`src/rtl/fn_sw_pkg.sv`:
```
// fn_sw_pkg
//   Shared definitions for the fn_sw datapath and its round-robin arbiter:
//   arbiter FSM state encoding and the 2-bit function select codes.
package fn_sw_pkg;

    typedef enum logic [1:0] {
        ST_IDLE = 2'd0,
        ST_EXEC = 2'd1,
        ST_DONE = 2'd2
    } state_t;

    localparam logic [1:0] FN_AND  = 2'b00;
    localparam logic [1:0] FN_OR   = 2'b01;
    localparam logic [1:0] FN_XOR  = 2'b10;
    localparam logic [1:0] FN_XNOR = 2'b11;

endpackage

```
`src/rtl/fn_sw.sv`:
```
// fn_sw
//   Combinational 2-bit function selector.
//   Ports:
//     a, b : operand bits
//     sel  : function select (AND / OR / XOR / XNOR)
//     y    : result
module fn_sw
    import fn_sw_pkg::*;
(
    input  logic       a,
    input  logic       b,
    input  logic [1:0] sel,
    output logic       y
);

    always_comb begin
        y = 1'b0;
        case (sel)
            FN_AND:  y = a & b;
            FN_OR:   y = a | b;
            FN_XOR:  y = a ^ b;
            FN_XNOR: y = ~(a ^ b);
            default: y = 1'b0;
        endcase
    end

endmodule

```
`src/rtl/fn_sw_arbiter_rr_pick.sv`:
```
// rr_pick
//   Combinational round-robin priority encoder: returns the first set bit of
//   req at or after ptr, searching upward and wrapping modulo N_REQ.
//   Ports:
//     req    : request vector
//     ptr    : highest-priority index for this search
//     gnt_id : index of the selected requester (0 when none)
//     any    : at least one request bit is set
module rr_pick #(
    parameter int unsigned N_REQ = 4,
    parameter int unsigned ID_W  = 2
) (
    input  logic [N_REQ-1:0] req,
    input  logic [ID_W-1:0]  ptr,
    output logic [ID_W-1:0]  gnt_id,
    output logic             any
);

    // Distance of each requester from ptr going upward with wrap; the
    // smallest distance among active requests wins.
    logic [ID_W:0] w_dist;
    logic [ID_W:0] w_best;

    always_comb begin
        gnt_id = '0;
        any    = 1'b0;
        w_dist = '0;
        w_best = '0;
        for (int unsigned j = 0; j < N_REQ; j++) begin
            if ((ID_W+1)'(j) >= {1'b0, ptr}) begin
                w_dist = (ID_W+1)'(j) - {1'b0, ptr};
            end else begin
                w_dist = (ID_W+1)'(j) + (ID_W+1)'(N_REQ) - {1'b0, ptr};
            end
            if (req[j] && (!any || (w_dist < w_best))) begin
                any    = 1'b1;
                w_best = w_dist;
                gnt_id = ID_W'(j);
            end
        end
    end

endmodule

```
`src/rtl/fn_sw_arbiter.sv`:
```
// fn_sw_arbiter
//   Round-robin scheduler sharing one fn_sw instance between N_REQ
//   requesters. A grant latches the requester's operands, the next cycle
//   evaluates fn_sw on the latched copy, and the result is returned with the
//   requester ID over a valid/ready response port.
//   Ports:
//     clk, rst_n : clock (rising edge), asynchronous active-low reset
//     req        : per-requester request level
//     a_in, b_in : per-requester operand bits
//     sel_in     : per-requester function select, bits [2i+1:2i]
//     ack        : one-hot marker of the requester owning the response
//     rsp_valid  : response valid
//     rsp_ready  : response consumer ready
//     rsp_y      : fn_sw result
//     rsp_id     : granted requester index
//     busy       : high whenever the FSM is not idle
module fn_sw_arbiter
    import fn_sw_pkg::*;
#(
    parameter int unsigned N_REQ = 4,
    parameter int unsigned ID_W  = $clog2(N_REQ)
) (
    input  logic                 clk,
    input  logic                 rst_n,
    input  logic [N_REQ-1:0]     req,
    input  logic [N_REQ-1:0]     a_in,
    input  logic [N_REQ-1:0]     b_in,
    input  logic [2*N_REQ-1:0]   sel_in,
    output logic [N_REQ-1:0]     ack,
    output logic                 rsp_valid,
    input  logic                 rsp_ready,
    output logic                 rsp_y,
    output logic [ID_W-1:0]      rsp_id,
    output logic                 busy
);

    state_t             r_state;
    logic [ID_W-1:0]    r_ptr;
    logic [ID_W-1:0]    r_gnt_id;
    logic               r_op_a;
    logic               r_op_b;
    logic [1:0]         r_op_sel;
    logic               r_rsp_y;
    logic [ID_W-1:0]    r_rsp_id;
    logic               r_rsp_valid;
    logic [N_REQ-1:0]   r_ack;
    logic               r_busy;

    logic               w_any;
    logic [ID_W-1:0]    w_pick;
    logic               w_pick_a;
    logic               w_pick_b;
    logic [1:0]         w_pick_sel;
    logic               w_y;
    logic [ID_W-1:0]    w_ptr_next;
    logic [N_REQ-1:0]   w_gnt_onehot;

    rr_pick #(
        .N_REQ (N_REQ),
        .ID_W  (ID_W)
    ) u_rr_pick (
        .req    (req),
        .ptr    (r_ptr),
        .gnt_id (w_pick),
        .any    (w_any)
    );

    // Operands of the requester that would be granted this cycle.
    always_comb begin
        w_pick_a   = 1'b0;
        w_pick_b   = 1'b0;
        w_pick_sel = '0;
        for (int unsigned k = 0; k < N_REQ; k++) begin
            if (w_pick == ID_W'(k)) begin
                w_pick_a   = a_in[k];
                w_pick_b   = b_in[k];
                w_pick_sel = sel_in[2*k +: 2];
            end
        end
    end

    // The datapath only ever sees the latched operand copy, so requesters
    // may change or drop their inputs once the grant has been taken.
    fn_sw u_fn_sw (
        .a   (r_op_a),
        .b   (r_op_b),
        .sel (r_op_sel),
        .y   (w_y)
    );

    assign w_ptr_next   = (r_gnt_id == ID_W'(N_REQ - 1)) ? '0 : r_gnt_id + ID_W'(1);
    assign w_gnt_onehot = N_REQ'(1) << r_gnt_id;

    always_ff @(posedge clk or negedge rst_n) begin
        if (!rst_n) begin
            r_state     <= ST_IDLE;
            r_ptr       <= '0;
            r_gnt_id    <= '0;
            r_op_a      <= 1'b0;
            r_op_b      <= 1'b0;
            r_op_sel    <= '0;
            r_rsp_y     <= 1'b0;
            r_rsp_id    <= '0;
            r_rsp_valid <= 1'b0;
            r_ack       <= '0;
            r_busy      <= 1'b0;
        end else begin
            case (r_state)
                ST_IDLE: begin
                    if (w_any) begin
                        r_op_a   <= w_pick_a;
                        r_op_b   <= w_pick_b;
                        r_op_sel <= w_pick_sel;
                        r_gnt_id <= w_pick;
                        r_busy   <= 1'b1;
                        r_state  <= ST_EXEC;
                    end
                end
                ST_EXEC: begin
                    r_rsp_y     <= w_y;
                    r_rsp_id    <= r_gnt_id;
                    r_ack       <= w_gnt_onehot;
                    r_rsp_valid <= 1'b1;
                    r_state     <= ST_DONE;
                end
                ST_DONE: begin
                    // Response held stable until the consumer accepts it.
                    if (rsp_ready) begin
                        r_rsp_valid <= 1'b0;
                        r_ack       <= '0;
                        r_busy      <= 1'b0;
                        r_ptr       <= w_ptr_next;
                        r_state     <= ST_IDLE;
                    end
                end
                default: begin
                    r_state <= ST_IDLE;
                end
            endcase
        end
    end

    assign ack       = r_ack;
    assign rsp_valid = r_rsp_valid;
    assign rsp_y     = r_rsp_y;
    assign rsp_id    = r_rsp_id;
    assign busy      = r_busy;

endmodule

```
`config.mk`:
```
export PLATFORM = sky130hd
export DESIGN_NAME = fn_sw_arbiter
export DESIGN_NICKNAME = d
export VERILOG_FILES = /design/src/rtl/fn_sw_pkg.sv /design/src/rtl/fn_sw.sv /design/src/rtl/fn_sw_arbiter_rr_pick.sv /design/src/rtl/fn_sw_arbiter.sv
export SDC_FILE = /design/constraint.sdc
export NUM_CORES = 1
export LEC_CHECK = 0
export CAP_MARGIN = 20
export CORE_MARGIN = 10
export CORE_UTILIZATION = 55
export CTS_BUF_LIST = sky130_fd_sc_hd__clkbuf_8
export DETAILED_ROUTE_END_ITERATION = 12
export DONT_BUFFER_PORTS = 1
export PLACE_DENSITY_LB_ADDON = 0.1
export SYNTH_ARGS = -nofsm -noshare
export SYNTH_HDL_FRONTEND = slang
export SYNTH_SLANG_ARGS = --single-unit
```
`constraint.sdc`:
```
create_clock -name clk -period 3.2 [get_ports clk]
set_input_delay 0.48 -clock clk [delete_from_list [all_inputs] [get_ports clk]]
set_output_delay 0.48 -clock clk [all_outputs]
set_load 0.05 [all_outputs]
```
==> results.sh, run 1 <==
export IMPL_outcome="finished with violations"
export IMPL_failed_checks="negative setup slack"
export IMPL_vias=1142
export IMPL_clock_sinks=19
export IMPL_worstSkewPairLatency_ns=0.25
export IMPL_final_cell_mix="26 x buf_4, 18 x dfrtp_1, 13 x inv_1"
export IMPL_finalPower_mw=2.01
export IMPL_ys_ff_latch=19
export IMPL_placed_cells=165
export IMPL_required_ns=3.37
export IMPL_cp_top_family="compound AO/OA/AOI/OAI gates"
export IMPL_overflow=0
export IMPL_slew_viol_final=0
export IMPL_pre_cts_ws_ns=-0.0694
export IMPL_p_sw_share_pct=48.4
export IMPL_yosysSeqAreaShare_pct=37.5
export IMPL_cp_max_fo=4
export IMPL_first_global_vias=1182
export IMPL_criticalPathCategory="flop to flop"
export IMPL_root_buffer="clkbuf_8"
export IMPL_critical_path_cell_chain="inv_2, ha_4, o211ai_1, nand3_2, mux2i_2, ha_1, nand2_2, o221ai_4, nand2_1, o21ai_1, ha_1, a211oi_4, o21a_2, o21ai_2, o221ai_1"
export IMPL_rsz0062_at_grt="yes"
export IMPL_viasPerCell=5.98
export IMPL_cp_num_buf_inv=1
export IMPL_cpMaxStageDelayCell="dfrtp_1"
export IMPL_cts_buffers=3
export IMPL_fill_cells=167
export IMPL_yosysUniqueCellTypes=42
export IMPL_portBuffers=0
export IMPL_ant_nets=0
export IMPL_nets=199
export IMPL_leakagePower_nw=0.753
export IMPL_synth_edf_count=0
export IMPL_synthCells=135
export IMPL_cp_end_kind="flop"
export IMPL_hold_violations=0
export IMPL_drc_errors=0
export IMPL_final_common_cell="buf_4"
export IMPL_timing_fmax_mhz=308
export IMPL_first_iter_violations=147
export IMPL_max_slew_margin_rel_pct=43.2
export IMPL_grt_usage_pct=14.9
export IMPL_die_w_um=68.0
export IMPL_cp_common_cell="ha_1"
export IMPL_tightestPinTransition_ns=0.849
export IMPL_fp_dieArea_um2=4630
export IMPL_hpwlAfterDp_um=2440
export IMPL_rows=17
export IMPL_clkPwrFrac_pct=8.2
export IMPL_worst_slack_ns=-0.0473
export IMPL_fp_dieH_um=68.0
export IMPL_tritoncts="yes"
export IMPL_wl_um=3450
export IMPL_cap_violations=0
export IMPL_yosysTopAreaCell="dfrtp_1"
export IMPL_clockBufferDepth=2
export IMPL_grt_pass1_wl_um=5460
export IMPL_drive_gt1_share_pct=30.7
export IMPL_fin_crit_ns=3.25
export IMPL_combPwrFrac_pct=58.7
export IMPL_stdcell_count=191
export IMPL_synth_area_um2=1270
export IMPL_clkSlewWorstSetupHoldPaths_ns=0.07
export IMPL_first_pass_iters=4
export IMPL_min_path_type="input pin to flop"
export IMPL_netlist_top_cells_area="dfrtp_1 37%, ha_1 12%, mux2i_1 4.7%"
export IMPL_netlist_area_leader_share_pct=37.5
export IMPL_critPathMaxStageDelay_ns=0.42
export IMPL_p_switching_mw=0.974
export IMPL_synth_ff_type="dfrtp_1"
export IMPL_syn_to_final_growth_pct=27.4
export IMPL_core_region_area_um2=2210
export IMPL_crit_path_start_kind="flop"
export IMPL_initial_utilization_pct=57.4
export IMPL_htree_levels=1
export IMPL_io_pins=32
export IMPL_cp_data_arrival_time_ns=3.41
export IMPL_p_seq_share_pct=33.1
export IMPL_antenna_cells=0
export IMPL_grt_max_degree=20
export IMPL_vdd_ir_drop_max_mv=0.815
export IMPL_antenna_found_initial=0
export IMPL_clock_skew_final_ns=0.00534
export IMPL_fin_crit_sh_pct=101
export IMPL_avgSynthCellArea_um2=9.40
export IMPL_p_int_mw=1.04
export IMPL_yosysWarningCount=0
export IMPL_wl_per_cell_um=18.1
export IMPL_setup_viol=4
export IMPL_power_density_nw_per_um2=1250
export IMPL_globalplace_congestion=0.796
export IMPL_async_flop_share_pct=100
export IMPL_synth_fp_nets=170
export IMPL_tns_ns=-0.117
cells in the mapped netlist (all sizes together) (3+ instances only):
| cell type | number |
|---|---|
| inv | 15 |
| nor2 | 8 |
| o21ai | 9 |
| mux2i | 6 |
| a22oi | 3 |
| a21oi | 9 |
| nand2b | 3 |
| o22ai | 4 |
| nand2 | 13 |
| dfrtp | 19 |
| ha | 12 |
| o221ai | 5 |
area by class of cell:
| cell class | instances | area [um2] | area share [%] |
|---|---|---|---|
| clock buffers | 3 | 41.3 | 2.55 |
| repair buffers | 27 | 205 | 12.7 |
| inverters | 15 | 56.3 | 3.48 |
| multi-input cells | 98 | 797 | 49.3 |
| well taps | 28 | 35.0 | 2.17 |
| flip-flops and latches | 19 | 477 | 29.5 |
| clock inverters | 1 | 5.00 | 0.310 |
power by group through the flow:
stage | clock (mW) | combinational [mW] | sequential [mW]
floorplan | 0 | 0.683 | 0.634
global placement | 0 | 0.826 | 0.663
detailed placement | 0 | 0.858 | 0.669
CTS | 0.167 | 1.04 | 0.665
global route | 0.179 | 1.31 | 0.687
finish | 0.165 | 1.18 | 0.667
cell families after synthesis:
kind of cell	count (synthesis)	share of synthesized area (%)
AO/OA/AOI/OAI	45	25.6
AND/OR/NAND/NOR	33	12.8
flip-flops	19	37.5
buffers and inverters	18	5.92
adder cells (fa/ha/maj)	12	11.8
multiplexers	7	5.62
XOR/XNOR	1	0.690
per-layer routing:
metal | share of wire [%] | track usage [%] | up-vias
met3 | 6.6 | 3.10 | 4
li1 | - | - | 550
met1 | 40 | 16.7 | 548
met4 | 1.2 | 5.28 | 0
met2 | 52 | 27.0 | 40
met5 | 0 | 0 | -
worst paths after layout:
check | from | end | slack (ns) | cells past startpoint
setup / recovery | r_ptr[0] | r_op_sel[1] | -0.05 | 15
hold / removal | rsp_ready | r_state[1] | 0.33 | 1
setup reg to reg | r_ptr[0] | r_op_sel[1] | -0.05 | 15
hold reg to reg | r_gnt_id[0] | r_ptr[0] | 0.54 | 1
max in group asynchronous | rst_n | r_ptr[1] | 1.85 | 1
min in group asynchronous | rst_n | ack[2] | 0.78 | 1
registers in the layout, summed over array words and instances (netlist names):
name,cells
r_ptr,2
rsp_y,1
rsp_id,2
r_state,2
busy,1
r_op_b,1
r_op_a,1
rsp_valid,1
ack,4
r_gnt_id,2
r_op_sel,2
per-stage QoR:
step           hold WS, ns  cell area (um2)  utilization (%)
3_3_place_gp         0.185             1360             61.3
5_1_grt              0.332             1620             73.1
2_1_floorplan        0.184             1300                -
3_5_place_dp         0.185             1360             61.3
4_1_cts              0.326             1550             70.2
6_report             0.326             1620             73.1
timing repair:
| action | in CTS | in global routing |
|---|---|---|
| pin swaps | 3 | 6 |
| resized for setup | 6 | 6 |
| hold endpoints to repair | 19 | 0 |
| endpoints found under the setup margin | 6 | 6 |
| hold buffers | 1 | 0 |
| setup buffers | 15 | 6 |
Power figures use the tool's default switching activity.
==> inputs of run 2 (changes only) <==
- clock period: 3.2 -> 3.3 ns (I/O delays scaled with it)
==> run 2 against run 1 <==
  * The run now ends clean
  * First-iteration DRC count shrank 67%
  * Flip-flop and latch count is the same
  * Count of clock-buffer cells in the layout is the same
  * Non-clock buffer count shrank 16
  * Routed wire length shrank 10%
  * Core utilization shrank 4.1 points
  * Largest cell class unchanged
==> results.sh, run 2 (synthesis results as in run 1) <==
export IMPL_outcome="finished, final reports clean"
export IMPL_slew_viol_final=0
export IMPL_cp_max_fo=4
export IMPL_fill_cells=176
export IMPL_initial_utilization_pct=57.4
export IMPL_root_buffer="clkbuf_8"
export IMPL_vdd_ir_drop_max_mv=0.697
export IMPL_largest_register_ffs=4
export IMPL_core_region_area_um2=2210
export IMPL_leakagePower_nw=0.690
export IMPL_placed_cells=165
export IMPL_htree_levels=1
export IMPL_grt_pass1_wl_um=4570
export IMPL_criticalPathCategory="flop to flop"
export IMPL_hold_violations=0
export IMPL_critical_path_cell_chain="buf_6, ha_4, o211ai_1, nand3_2, mux2i_2, ha_1, nand2_2, o221ai_4, nand2_1, o21ai_1, ha_1, a211oi_4, o21ai_1, nand4_1, o221ai_1"
export IMPL_tightestPinTransition_ns=0.857
export IMPL_setup_viol=0
export IMPL_max_slew_margin_rel_pct=42.7
export IMPL_final_cell_mix="18 x dfrtp_1, 12 x inv_1, 12 x nand2_1"
export IMPL_wl_um=3100
export IMPL_cpMaxStageDelayCell="dfrtp_1"
export IMPL_clock_sinks=19
export IMPL_antenna_found_initial=0
export IMPL_required_ns=3.43
export IMPL_globalplace_congestion=0.892
export IMPL_clkSlewWorstSetupHoldPaths_ns=0.07
export IMPL_ant_nets=0
export IMPL_first_iter_violations=48
export IMPL_min_path_type="input pin to flop"
export IMPL_hold_ws_ns=0.366
export IMPL_cap_violations=0
export IMPL_grt_max_degree=20
export IMPL_fin_crit_sh_pct=99.9
export IMPL_io_pins=32
export IMPL_antenna_cells=0
export IMPL_final_common_cell="dfrtp_1"
export IMPL_rsz0062_at_grt="yes"
export IMPL_cp_data_arrival_time_ns=3.43
export IMPL_cts_buffers=3
export IMPL_critPathMaxStageDelay_ns=0.40
export IMPL_finalPower_mw=1.80
export IMPL_timing_fmax_mhz=303
export IMPL_vias=1059
export IMPL_wl_per_cell_um=17.7
export IMPL_crit_path_start_kind="flop"
export IMPL_fp_dieH_um=68.0
export IMPL_first_pass_iters=4
export IMPL_power_density_nw_per_um2=1180
export IMPL_syn_to_final_growth_pct=20.2
export IMPL_clockBufferDepth=2
export IMPL_die_w_um=68.0
export IMPL_grt_usage_pct=12.8
export IMPL_rows=17
export IMPL_portBuffers=0
export IMPL_nets=183
export IMPL_fin_crit_ns=3.30
export IMPL_clock_skew_final_ns=0.00615
export IMPL_cp_end_kind="flop"
export IMPL_tritoncts="yes"
export IMPL_fp_dieArea_um2=4630
export IMPL_first_global_vias=1032
export IMPL_drive_gt1_share_pct=25.2
export IMPL_viasPerCell=6.05
export IMPL_drc_errors=0
export IMPL_hpwlAfterDp_um=2300
export IMPL_overflow=0
export IMPL_stdcell_count=175
export IMPL_worstSkewPairLatency_ns=0.26
[run 2: final cells by class]
type,count,area (um2),area share (%)
clock buffer,3,41.3,2.71
clock inverter,1,5.00,0.328
inverter,15,56.3,3.69
multi-input combinational,98,822,53.9
sequential,19,477,31.3
tap,28,35.0,2.30
timing repair buffer,11,88.8,5.82
[run 2: per-layer routing]
metal  track usage, %  vias to the layer above  share of wire (%)
met5                0                        -                  0
met4             7.54                        0                3.2
met3             3.75                        7                5.9
met2             20.7                       29                 48
met1             14.7                      507                 43
li1                 -                      516                  -
[run 2: per-stage QoR]
stage / utilization (%) / instance area [um2] / worst slack [ns] / setup TNS (ns)
after CTS: 62.7 / 1390 / 0.00924 / 0
after floorplan: - / 1280 / 0.00440 / 0
after global placement: 60.2 / 1330 / 0.113 / 0
after global routing: 68.9 / 1530 / -0.150 / -0.738
after detailed placement: 60.2 / 1330 / 0.0432 / 0
final: 68.9 / 1530 / 0.00170 / 0
[run 2: critical path: cells and delay by family, from the launching register on]
kind | cells | cell delay, ns
flops | 1 | 0.40
buf+inv | 1 | 0.14
simple gates | 4 | 0.53
compound gates | 6 | 1.05
fa+ha+maj | 3 | 0.78
mux | 1 | 0.26
[run 2: final timing paths]
path / slack, ns / start / cells after the start / endpoint
max: 0.002 / r_ptr[0] / 15 / r_op_a
min: 0.37 / rsp_ready / 1 / r_state[1]
max reg2reg: 0.002 / r_ptr[0] / 15 / r_op_a
min reg2reg: 0.53 / r_gnt_id[0] / 1 / r_ptr[0]
max in group asynchronous: 1.93 / rst_n / 1 / r_ptr[1]
min in group asynchronous: 0.79 / rst_n / 1 / ack[1]
[run 2: timing repair]
item                                    4_1_cts  5_1_grt
hold buffers                                  1        0
gates resized for setup                       0       23
hold endpoints to repair                     19        0
setup buffers                                 0        5
endpoints found under the setup margin        0        6
[run 2: power by group]
part	leakage, nW	total [mW]	internal, mW	switching, mW
logic	0.438	0.994	0.463	0.531
registers	0.226	0.647	0.348	0.299
clock network	0.0255	0.164	0.0841	0.0794
